==> src/rtl/mips_run_monitor.sv <==
// End-of-program monitor: watches the fetch PC for END_PC or a cycle budget, then dumps a data-memory window.
// Latency: trigger to first mem_rd 1 cycle, mem_rd to dump_valid 2 cycles, 3 cycles per word with no stalls.
// Backpressure: dump_data/dump_index hold in SEND until dump_ready; run_en=0 aborts and withdraws dump_valid.
module mips_run_monitor #(
  parameter int               PC_W       = 32,
  parameter int               DATA_W     = 32,
  parameter int               ADDR_W     = 10,
  parameter logic [PC_W-1:0]  END_PC     = 32'hA4,
  parameter int               DUMP_BASE  = 50,
  parameter int               DUMP_COUNT = 21,
  parameter int               TIMEOUT    = 100000
) (
  input  logic              clk,
  input  logic              reset,
  input  logic              run_en,
  input  logic [PC_W-1:0]   pc,
  output logic              mem_rd,
  output logic [ADDR_W-1:0] mem_addr,
  input  logic [DATA_W-1:0] mem_rdata,
  output logic              dump_valid,
  input  logic              dump_ready,
  output logic [DATA_W-1:0] dump_data,
  output logic [ADDR_W-1:0] dump_index,
  output logic              busy,
  output logic              done,
  output logic              timeout,
  output logic [31:0]       cycles
);

  typedef enum logic [2:0] {
    S_IDLE,
    S_RUN,
    S_READ,
    S_WAIT,
    S_SEND,
    S_DONE
  } state_t;

  localparam logic [ADDR_W-1:0] BASE_A   = ADDR_W'(DUMP_BASE);
  localparam logic [ADDR_W-1:0] LAST_IDX = ADDR_W'(DUMP_COUNT - 1);
  localparam logic [31:0]       TO_LAST  = 32'(TIMEOUT - 1);

  state_t            state;
  state_t            state_nxt;
  logic [ADDR_W-1:0] idx;
  logic              last_word;
  logic              end_hit;
  logic              budget_hit;

  assign last_word  = (idx == LAST_IDX);
  assign end_hit    = (pc == END_PC);
  assign budget_hit = (cycles == TO_LAST);
  assign dump_index = idx;

  // State register; reset forces IDLE without waiting for a clock edge.
  always_ff @(posedge clk or negedge reset) begin
    if (!reset) begin
      state <= S_IDLE;
    end else begin
      state <= state_nxt;
    end
  end

  // Next-state and state-decoded outputs; dropping run_en aborts any active state.
  always_comb begin
    state_nxt  = state;
    mem_rd     = 1'b0;
    mem_addr   = '0;
    dump_valid = 1'b0;
    busy       = 1'b0;
    done       = 1'b0;
    case (state)
      S_IDLE: begin
        if (run_en) state_nxt = S_RUN;
      end
      S_RUN: begin
        busy = 1'b1;
        if (!run_en)                     state_nxt = S_IDLE;
        else if (end_hit || budget_hit)  state_nxt = S_READ;
      end
      S_READ: begin
        busy     = 1'b1;
        mem_rd   = 1'b1;
        mem_addr = BASE_A + idx;  // wraps modulo 2^ADDR_W by truncation
        state_nxt = run_en ? S_WAIT : S_IDLE;
      end
      S_WAIT: begin
        busy      = 1'b1;
        state_nxt = run_en ? S_SEND : S_IDLE;
      end
      S_SEND: begin
        busy       = 1'b1;
        dump_valid = 1'b1;
        if (!run_en)         state_nxt = S_IDLE;
        else if (dump_ready) state_nxt = last_word ? S_DONE : S_READ;
      end
      S_DONE: begin
        done = 1'b1;
        if (!run_en) state_nxt = S_IDLE;
      end
      default: state_nxt = S_IDLE;
    endcase
  end

  // Run counter, trigger cause, word index and captured read data.
  always_ff @(posedge clk or negedge reset) begin
    if (!reset) begin
      cycles    <= '0;
      timeout   <= 1'b0;
      idx       <= '0;
      dump_data <= '0;
    end else begin
      case (state)
        S_IDLE: begin
          cycles  <= '0;
          timeout <= 1'b0;
          idx     <= '0;
        end
        S_RUN: begin
          // END_PC wins over the budget; in both trigger cases the count freezes.
          if (run_en && !end_hit) begin
            if (budget_hit)           timeout <= 1'b1;
            else if (cycles != '1)    cycles  <= cycles + 32'd1;
          end
        end
        S_WAIT: begin
          dump_data <= mem_rdata;
        end
        S_SEND: begin
          if (run_en && dump_ready && !last_word) idx <= idx + 1'b1;
        end
        default: ;
      endcase
      // Leaving for IDLE (abort or end of DONE) clears the run record.
      if (state != S_IDLE && state_nxt == S_IDLE) begin
        cycles  <= '0;
        timeout <= 1'b0;
        idx     <= '0;
      end
    end
  end

endmodule
==> config.mk <==
export PLATFORM = sky130hd
export DESIGN_NAME = mips_run_monitor
export DESIGN_NICKNAME = d
export VERILOG_FILES = /design/src/rtl/mips_run_monitor.sv
export SDC_FILE = /design/constraint.sdc
export NUM_CORES = 1
export LEC_CHECK = 0
export CAP_MARGIN = 15
export CORE_ASPECT_RATIO = 1.1
export CORE_MARGIN = 2
export CORE_UTILIZATION = 35
export CTS_CLUSTER_DIAMETER = 30
export DETAILED_ROUTE_END_ITERATION = 12
export PLACE_DENSITY_LB_ADDON = 0.15
export SLEW_MARGIN = 20
export SYNTH_ARGS = -nofsm -noshare
export SYNTH_HDL_FRONTEND = slang
export SYNTH_SLANG_ARGS = --single-unit
==> constraint.sdc <==
create_clock -name clk -period 3.2 [get_ports clk]
set_clock_uncertainty 0.15 [all_clocks]
set_input_delay 0.64 -clock clk [delete_from_list [all_inputs] [get_ports clk]]
set_output_delay 0.64 -clock clk [all_outputs]
set_load 0.03 [all_outputs]
* After elaboration in Yosys (flattened, before gate mapping) *
Cells that the tools add are included.

storage, ports and cells
  bits in latches = 0
  input port bits = 68
  memory bits (writable) = 0
  ROM bits = 0
  memories kept = 0
  output and inout bits = 89
  flip-flop bits (word level) = 78

operators by class
  add/sub/neg operators = 3
  shift operators = 0
  multipliers = 0
  reductions and logical operators = 16
  multiplexer cells = 27
  $lt $le $gt $ge = 0
  bitwise operators = 0
  equal/unequal tests = 14
  div/mod/pow operators = 0

operators with widths
  cell                     number
  $mux W32                 4
  $pmux W32 S2             1
  $add A32 B1 Y32 const B  1
  $eq A32 B17 Y1 const B   1
  $eq A32 B8 Y1 const B    1
  $ne A32 B32 Y1 const B   1
  $mux W10                 3
  $mux W3                  8
  $pmux W10 S2             1
  $pmux W3 S6              1
  $ne A3 B3 Y1 const B     5
  $add A10 B1 Y10 const B  1
  $add A6 B10 Y10 const A  1
  $eq A10 B5 Y1 const B    1
  $reduce_bool A3 Y1       3
  $mux W1                  7
  $eq A3 B2 Y1 const B     2
  $eq A3 B3 Y1 const B     2
  $logic_not A3 Y1         2
  $logic_and A1 B1 Y1      4
  $reduce_and A4 Y1        1
  $reduce_or A4 Y1         1
  $eq A3 B1 Y1 const B     1
  $reduce_and A3 Y1        1
  5 further kinds          6

* Logic depth before layout (Yosys ltp) *
Gate-level depths: netlist (run 1).

  word-level depth = 9
  mapped depth = 9
  depth with buffers taken out = 8

* Worst setup path after synthesis (run 1) *
OpenSTA, ideal clock, no wires.

  kind = register -> output
  from = register idx[3] (netlist: dump_index[3])
  to = output port mem_addr[8]
  stages on the path, launching flop included = 6
  data arrival time = 1991 ps
  slack = 419 ps
  path buffers = 1
  cell sequence = dfrtp_1 > clkbuf_1 > nand3_1 > nor3b_1 > or3_1 > a21oi_1

on the way
  word-level cells in the longest chain between the ends = 2

RTL lines
  what                      line  text
  start: declaration        45    logic [ADDR_W-1:0] idx;
  start signal: assignment  130   if (run_en && dump_ready && !last_word) idx <= idx + 1'b1;
  $add A6 B10 Y10           84    mem_addr = BASE_A + idx;
  $mux W10                  72    case (state)
  end: declaration          18    output logic [ADDR_W-1:0] mem_addr,

No other way between the ends.

* Final worst setup path (run 1) *
  from = register idx[1] (netlist: dump_index[1])
  to = output port mem_addr[9]

Same word-level chain as after synthesis.

==> flow_summary_export.csv, run 1 <==
group,metric,value,unit
outcome,status,"finished, final reports clean",
critical_path,critPathMaxFanout,7,
routing,dr.pass1.iters,4,
clock_network,htree_levels,3,
yosys,yosys_warnings,0,
yosys,ys_ff_latch,78,
die,core-area,0.01154,sq mm
critical_path,cp-start-kind,"register",
cells_and_area,antennaDiodeCount,0,
yosys,ys.flop_type,"dfrtp_1",
critical_path,r2r-start,"cycles[0]",
critical_path,critPathRequiredTime,2.41,ns
sta,timing.final.crit_share,95.65,%
die,pin_count,157,
die,start_util,36.23,%
sta,finalSetupViolCount,0,
clock_network,clk_pin_slew,0.06,ns
yosys,synth_top_cell_area_share,46.68,%
global_routing,grt_pass1_wl,20.03,mm
global_routing,grt_antenna_before_repair,0,
power_and_ir_drop,pwr_density_cell,397.7,mW/mm^2
routing,ant_nets,0,
critical_path,critical_path.startpoint,"dump_index[1]",
critical_path,arrival,2.27,ns
yosys,synth_largest_area_cell,"dfrtp_1",
place,numPlacedInstances,722,
die,dieArea,0.01284,sq mm
global_routing,grt_pass1_vias,4017,
clock_network,clockRootBuffer,"clkbuf_16",
sta,slew_headroom,35.12,%
sta,tns,0,ns
yosys,syn_area,0.004182,sq mm
critical_path,critical_path.endpoint_type,"primary output",
sta,fin_crit,3.061,ns
routing,drcViolationCount,0,
global_routing,grt_max_degree,52,
routing,finalWirelength,11.95,mm
die,num_rows,41,
die,die_h,118.6,um
die,die_w,108.2,um
cells_and_area,fillers,1064,
clock_network,cts.sinks,78,
yosys,avgSynthCellArea,9.793,sq um
sta,rsz0062_at_grt,"no",
yosys,ys_types,51,
clock_network,cts_tree,"built",
sta,drv_slew,0,
cells_and_area,syn2layout_area_growth,48.95,%
yosys,async_flop_share,100.0,%
clock_network,numCtsBuffers,9,
global_routing,grtUsageTotal,19.52,%
cells_and_area,nets,655,
global_routing,grt_overflow,0,
sta,fmax,0.3267,GHz
cells_and_area,drive_gt1_share,11.93,%
place,dpl.hpwl,8.591,mm
cells_and_area,instances_no_fill,737,
yosys,syn-instance-count,427,
clock_network,cts.path.max_buffers,2,
place,gp_routability_congestion,0.7936,
min_path,hold_path.class,"input pin to asynchronous set/reset pin",
yosys,seq_area_frac_synth,46.68,%
yosys,synth-edff-count,0,
sta,tightestPinTransition,0.9701,ns
power_and_ir_drop,p_leak,0.002486,uW
sta,hold_violations,0,
run,cap_violations,0,
routing,drtIter0Drc,154,
yosys,syn_nets,499,
routing,drt-wirelength-per-cell,16.21,um
routing,vias_per_cell,5.319,
critical_path,setup.worst_path.class,"register to primary output",
routing,vias,3920,
power_and_ir_drop,ir_drop,0.2198,mV
yosys,ys_top_cells_by_area,"dfrtp_1 (47%), mux2_2 (8.6%), o21ai_0 (3.6%)",
clock_network,clk_latency,0.33,ns
place,port_buffers,156,
[kinds of logic (layout without fill, tap and decap cells)]
family,after synthesis,after routing,synth area share (%)
AND/OR/NAND/NOR,169,169,22.20
AO/OA/AOI/OAI,94,94,13.88
flip-flops,78,78,46.68
multiplexers,39,39,10.29
buffers and inverters,33,193,3.650
XOR/XNOR,10,10,2.095
adder cells (fa/ha/maj),4,4,1.197
[final timing paths]
check	to	slack, ns	depth (start not counted)
max	mem_addr[9]	0.14	7
min	cycles[12]	0.20	1
max reg2reg	cycles[4]	0.27	8
min reg2reg	dump_data[18]	0.35	1
max in group asynchronous	dump_data[12]	2.09	2
min in group clk	dump_data[18]	0.35	1
[synth_stat cells (3+ instances only)]
master	instances
a21oi_1	26
clkbuf_1	9
ha_1	4
nand2_1	36
a41oi_1	3
or4_1	3
nand4_1	16
nor3_1	6
o21ai_1	6
mux2i_1	7
o21ai_0	30
nor3b_1	3
nor2_1	34
nor4_1	12
xnor2_1	7
o31ai_1	7
a22o_1	3
and3_1	8
nand2b_1	3
or2_2	4
dfrtp_1	78
nand3_1	21
buf_2	6
o41ai_1	3
buf_4	3
and2_1	4
nor4b_1	5
a31oi_1	5
xor2_1	3
mux2_2	32
inv_1	12
[flip-flops by register name, indices dropped and copies added (netlist names)]
signal,cells
cycles,32
dump_data,32
dump_index,10
state,3
timeout,1
[per-stage QoR]
step | total power (uW) | hold WS, ns | instance area (sq um) | setup slack [ns] | util [%]
floorplan | 1225 | 0.1944 | 4182 | 0.4190 | -
global placement | 1433 | 0.3377 | 5921 | 0.1596 | 51.30
detailed placement | 1438 | 0.3417 | 5921 | 0.1118 | 51.30
CTS | 2504 | 0.2225 | 6226 | 0.06038 | 53.94
global route | 2578 | 0.2525 | 6228 | 0.001019 | 53.96
finish | 2477 | 0.1977 | 6228 | 0.1393 | 53.96
[placed cells by master, fill, tap and decap left out, types with 5 or more instances in the layout]
master           count
a31oi_1              5
o31ai_1              7
o21ai_0             30
nor4_1              12
nand2_1             36
inv_1               12
xnor2_1              7
nor4b_1              5
a21oi_1             26
clkbuf_16            9
mux2i_1              7
clkdlybuf4s50_1    151
and3_1               8
nand4_1             16
nor2_1              34
nand3_1             21
dfrtp_1             78
o21ai_1              6
buf_4                9
mux2_2              32
nor3_1               6
[routing by layer]
layer / GRT usage [%] / wire (um)
met4: 7.933 / 191
met2: 30.35 / 5750
met1: 25.37 / 5135
met5: 0 / 0
met3: 5.626 / 872
[power breakdown]
group | internal [uW] | total [uW] | switching (uW)
Combinational | 186 | 364 | 178
Sequential | 1030 | 1050 | 26.0
Clock | 662 | 1060 | 397
[cell type report]
class | count | area, sq um | area share [%]
Inverter | 12 | 45.04 | 0.7232
Clock buffer | 12 | 266.5 | 4.279
Sequential cell | 78 | 1952 | 31.34
Timing Repair Buffer | 166 | 1658 | 26.62
Multi-Input combinational cell | 316 | 2077 | 33.35
Tap cell | 150 | 187.7 | 3.013
Clock inverter | 3 | 42.54 | 0.6830
[timing repair]
item,in CTS,in global routing
endpoints found under the setup margin,3,1
setup buffers,0,0
hold endpoints to repair,0,0
gates resized for setup,3,1
hold buffers,0,0
[critical path, stage by stage (launching register included)]
cell	delay, ns
dfrtp_1	0.44
ha_1	0.32
a21o_1	0.21
or2_2	0.30
nand2b_1	0.09
xor2_1	0.16
nor2_1	0.05
dlygate4sd2_1	0.36
No activity file was read; power rests on OpenSTA's default activity.
==> run 2: changes to the inputs <==
- RECOVER_POWER: not set -> 50
==> run 2 against run 1 <==
  * Power is 0.28% lower
  * Die area unchanged
  * First-iteration DRC count fell by 2.6%
  * Core utilization fell by 0.11 points
  * Worst hold slack better by 0.15 ns
  * Non-clock buffer count stayed put
  * Critical path depth stayed put
  * Combinational power is 2% lower
  * Sequential power is essentially flat
  * Register-to-register slack hardly changed
  * Critical endpoint unchanged
==> flow_summary_export.csv, run 2 (same netlist as run 1, synthesis figures left out) <==
group,metric,value,unit
outcome,status,"finished, final reports clean",
routing,dr.pass1.iters,4,
run,cap_violations,0,
routing,vias,3910,
sta,fin_crit,3.066,ns
min_path,worstHoldStart,"dump_data[18]",
sta,hold_violations,0,
die,die_h,118.6,um
routing,vias_per_cell,5.305,
global_routing,grt_pass1_vias,4017,
place,placed_cell_area,0.005921,sq mm
power_and_ir_drop,p_leak,0.002492,uW
sta,finalSetupViolCount,0,
sta,tightestPinTransition,1.326,ns
die,start_util,36.23,%
critical_path,critPathMaxFanout,7,
clock_network,cts.path.max_buffers,2,
sta,setup_slack,0.1337,ns
global_routing,grtUsageTotal,19.52,%
critical_path,setup.worst_path.class,"register to primary output",
clock_network,clk_pin_slew,0.06,ns
global_routing,grt_max_degree,52,
critical_path,cp_cell_sequence,"ha_1, a21o_1, or2_2, nand2b_1, xor2_1, nor2_1, dlygate4sd2_1",
routing,ant_nets,0,
clock_network,clk_latency,0.33,ns
clock_network,cts_resized,3,
cells_and_area,multi_input_area,0.002077,sq mm
critical_path,worst_path_largest_cell_delay,0.44,ns
routing,drtIter0Drc,150,
sta,fmax,0.3261,GHz
clock_network,clockRootBuffer,"clkbuf_16",
die,dieArea,0.01284,sq mm
global_routing,grt_overflow,0,
min_path,hold_path.class,"register to register",
die,num_rows,41,
cells_and_area,antennaDiodeCount,0,
place,gp_routability_congestion,0.7936,
critical_path,cp_slowest_cell,"dfrtp_1",
critical_path,critPathRequiredTime,2.41,ns
cells_and_area,drive_gt1_share,11.75,%
global_routing,grt_antenna_before_repair,0,
place,dpl.hpwl,8.591,mm
critical_path,r2r-start,"cycles[0]",
power_and_ir_drop,pwr_density_cell,397.4,mW/mm^2
clock_network,htree_levels,3,
sta,drv_slew,0,
global_routing,grt_pass1_wl,20.03,mm
clock_network,numCtsBuffers,9,
clock_network,cts_setup_buffers,0,
min_path,min_to,"dump_data[18]",
clock_network,cts_hold_buf,0,
critical_path,r2r_cells,8,
die,die_w,108.2,um
sta,tns,0,ns
cells_and_area,syn2layout_area_growth,48.65,%
clock_network,cts.sinks,78,
min_path,min_delay_path_depth,1,
critical_path,r2r-end,"cycles[4]",
cells_and_area,fin_area,0.006216,sq mm
cells_and_area,seq_area,0.001952,sq mm
place,port_buffers,156,
die,pin_count,157,
sta,slew_headroom,11.57,%
critical_path,reg2reg_slack,0.28,ns
clock_network,cts_tree,"built",
place,pre_cts_ws,0.1118,ns
sta,rsz0062_at_grt,"no",
cells_and_area,fillers,1064,
cells_and_area,layout_common_cells,"clkdlybuf4s50_1 (139), dfrtp_1 (78), nand2_1 (36)",
routing,drcViolationCount,0,
routing,finalWirelength,11.96,mm
die,core-area,0.01154,sq mm
sta,timing.final.crit_share,95.82,%
cells_and_area,final_common_cell,"clkdlybuf4s50_1",
routing,drt-wirelength-per-cell,16.23,um
power_and_ir_drop,ir_drop,0.2199,mV
critical_path,critical_path.endpoint_type,"primary output",
cells_and_area,nets,655,
critical_path,arrival,2.28,ns
critical_path,cp-start-kind,"register",
run 2: worst max-delay path by stage:
stage,start,end,slack (ns),depth (start not counted)
2_1_floorplan,dump_index[3],mem_addr[8],0.42,5
3_3_place_gp,pc[7],cycles[14],0.16,8
3_5_place_dp,run_en,dump_index[7],0.11,7
4_1_cts,dump_index[1],mem_addr[8],0.06,5
5_1_grt,dump_index[1],mem_addr[9],0.001,7
6_report,dump_index[1],mem_addr[9],0.13,7
run 2: report_power, final:
group	total (uW)	switching (uW)	leakage (uW)	internal, uW
Clock	1060	398	0.000151	662
Combinational	356	177	0.00133	179
Sequential	1050	25.4	0.00101	1030
Total	2470	601	0.00249	1870
run 2: worst max-delay path: cells and delay by family (launching register included):
kind                       cells  cell delay (ns)
AOI/OAI and AO/OA              1             0.21
buffers and inverters          1             0.36
xor gates and xnor gates       1             0.17
adders and majority gates      1             0.31
and+or+nand+nor                3             0.44
DFF                            1             0.44
run 2: metal layers:
metal | global-route usage [%] | vias to the layer above | wire length [um]
li1 | - | 1882 | -
met1 | 25.37 | 1873 | 5063
met2 | 30.35 | 138 | 5791
met3 | 5.626 | 17 | 913
met4 | 7.933 | 0 | 191
met5 | 0 | - | 0
run 2: final cells by class:
class / count / area share [%]
multi-input cells: 316 / 33.41
flip-flops and latches: 78 / 31.40
repair buffers: 166 / 26.47
clock buffers: 12 / 4.287
well taps: 150 / 3.019
inverters: 12 / 0.7246
clock inverters: 3 / 0.6844
run 2: metrics by stage:
| step | hold WS, ns | power, uW | cells | util (%) |
|---|---|---|---|---|
| after floorplan | 0.1944 | 1225 | 427 | - |
| final | 0.3465 | 2470 | 737 | 53.85 |
| after global routing | 0.3539 | 2570 | 737 | 53.85 |
| after detailed placement | 0.3417 | 1438 | 722 | 51.30 |
| after global placement | 0.3377 | 1433 | 722 | 51.30 |
| after CTS | 0.2225 | 2504 | 737 | 53.94 |
==> RTL change, RTL diff (flow settings as in run 1) <==
The parameter `ADDR_W` goes from 10 to 9.
--- a/src/rtl/mips_run_monitor.sv
+++ b/src/rtl/mips_run_monitor.sv
@@ -4,7 +4,7 @@
 module mips_run_monitor #(
   parameter int               PC_W       = 32,
   parameter int               DATA_W     = 32,
-  parameter int               ADDR_W     = 10,
+  parameter int               ADDR_W     = 9,
   parameter logic [PC_W-1:0]  END_PC     = 32'hA4,
   parameter int               DUMP_BASE  = 50,
   parameter int               DUMP_COUNT = 21,
Interface: changed (resized dump_index and mem_addr); port bits go from 157 to 155. The function was not compared with the original's and may differ.
==> RTL change against run 1 <==
- utilization down 0.70 points
- routed wire length down 5.1%
- critical path depth unchanged
- combinational power down 4%
- highest routed layer unchanged
- area after synthesis up 0.39%
- non-clock buffer count down 3
- design area down 0.86%
- power down 4.7%
- sequential cell count down 1
- hold slack worse by 25 ps
- worst setup slack better by 69 ps
- synthesized cell count down 1.6%
- via count down 2.2%
==> RTL change: results <==
[clock_network]
post_cts_buffers = 0
ctsRootBufferMaster = "clkbuf_16"
clock_path_buffers = 2
h-tree-depth = 3
cts_buffers = 9
worst_skew_pair.late_latency_ps = 340

[global_route]
antenna_found_initial = 0
grt_max_degree = 78
grt_pass1_wl_mm = 18.5
grt_pass1_vias = 3788
grt_usage = 0.179

[synth]
synthAdderAreaFrac = 0.0119
synth-xor-area-share = 0.0167
synth_mux_area_frac = 0.0930
synth_most_common_cell = "dfrtp_1"
ys_seq_area_frac = 0.459
synth-compound-area-share = 0.146
ys_warn_count = 0
async_flop_share = 1.00
netlist_top_cells_count = "77 x dfrtp_1, 32 x mux2_2, 32 x nand2_1, 30 x nor2_1, 27 x nand3_1"
syn_nets = 492
syn_area_per_cell_um2 = 9.99
synthTopCellsByArea = "dfrtp_1 46%, mux2_2 8.6%, nand3_1 3.2%"
synth_cell_types = 53

[cells_and_area]
fillers = 1104
diodes = 0
fin_util = 0.533
nets = 645
drive_above_1_share = 0.154

[setup_path]
cp_max_fo = 6
cp.arrival_ps = 2200

[place]
io_buffer_count = 154
placed_cells = 712
place_ws_ps = 104
dpl-instance-area_mm2 = 0.00588
hpwl_mm = 8.09
place.gp.congestion = 0.797

[detailed_routing]
drtIter0Drc = 200
routedWlPerCell_um = 15.6
wirelength_mm = 11.3
drt-vias-per-instance = 5.27

[sta]
worst_pin_slew_ps = 812

[status]
status = "complete, no violations"

[power_and_ir_drop]
leakagePower_uw = 0.00244
vdd_ir_drop_max_mv = 0.199

[worst_hold_path]
hold_class = "in -> async"
-- RTL change: cell count changes in the layout (fill, tap and decap cells not counted), moves of 5 or more --
cell and delta:
nand3_1 +6, or3_1 +9, a21oi_1 -7, o31ai_1 -7
o21ai_2 +10, o21ai_0 -14, a21oi_2 +7, o311ai_1 +5
-- RTL change: worst paths after layout --
| check | startpoint | cells after the start | endpoint | slack [ps] |
|---|---|---|---|---|
| max in group asynchronous | reset | 1 | cycles[20] | 2230 |
| max | dump_index[1] | 7 | mem_addr[7] | 210 |
| max reg2reg | cycles[0] | 8 | cycles[12] | 480 |
| min reg2reg | dump_data[6] | 1 | dump_data[6] | 350 |
| min in group clk | dump_data[6] | 1 | dump_data[6] | 350 |
| min | reset | 1 | dump_data[30] | 170 |
-- RTL change: cell type report --
| cell class | count | area share |
|---|---|---|
| Clock buffer | 9 | 0.0365 |
| Clock inverter | 7 | 0.00932 |
| Inverter | 14 | 0.00851 |
| Multi-Input combinational cell | 308 | 0.340 |
| Sequential cell | 77 | 0.312 |
| Tap cell | 150 | 0.0304 |
| Timing Repair Buffer | 163 | 0.263 |
-- RTL change: critical path, cell delays in order, from the launching register on --
cell,delay [ps]
dfrtp_1,440
ha_1,300
a21o_1,210
or2_2,280
nand2_1,80
xnor2_1,60
nor2_1,80
dlygate4sd2_1,410
-- RTL change: repair_timing --
item / 4_1_cts / 5_1_grt
setup endpoints to repair: 2 / 8
hold endpoints to repair: 0 / 0
resized for setup: 2 / 4
-- RTL change: metal layers --
| layer | global-route usage | wire length, um |
|---|---|---|
| met5 | 0 | 0 |
| met2 | 0.305 | 5550 |
| met1 | 0.229 | 5020 |
| met4 | 0.0553 | 138 |
| met3 | 0.0312 | 630 |
-- RTL change: where the power goes --
group	switching, uW	internal, uW
combinational	169	182
sequential	26.2	1020
clock	432	535
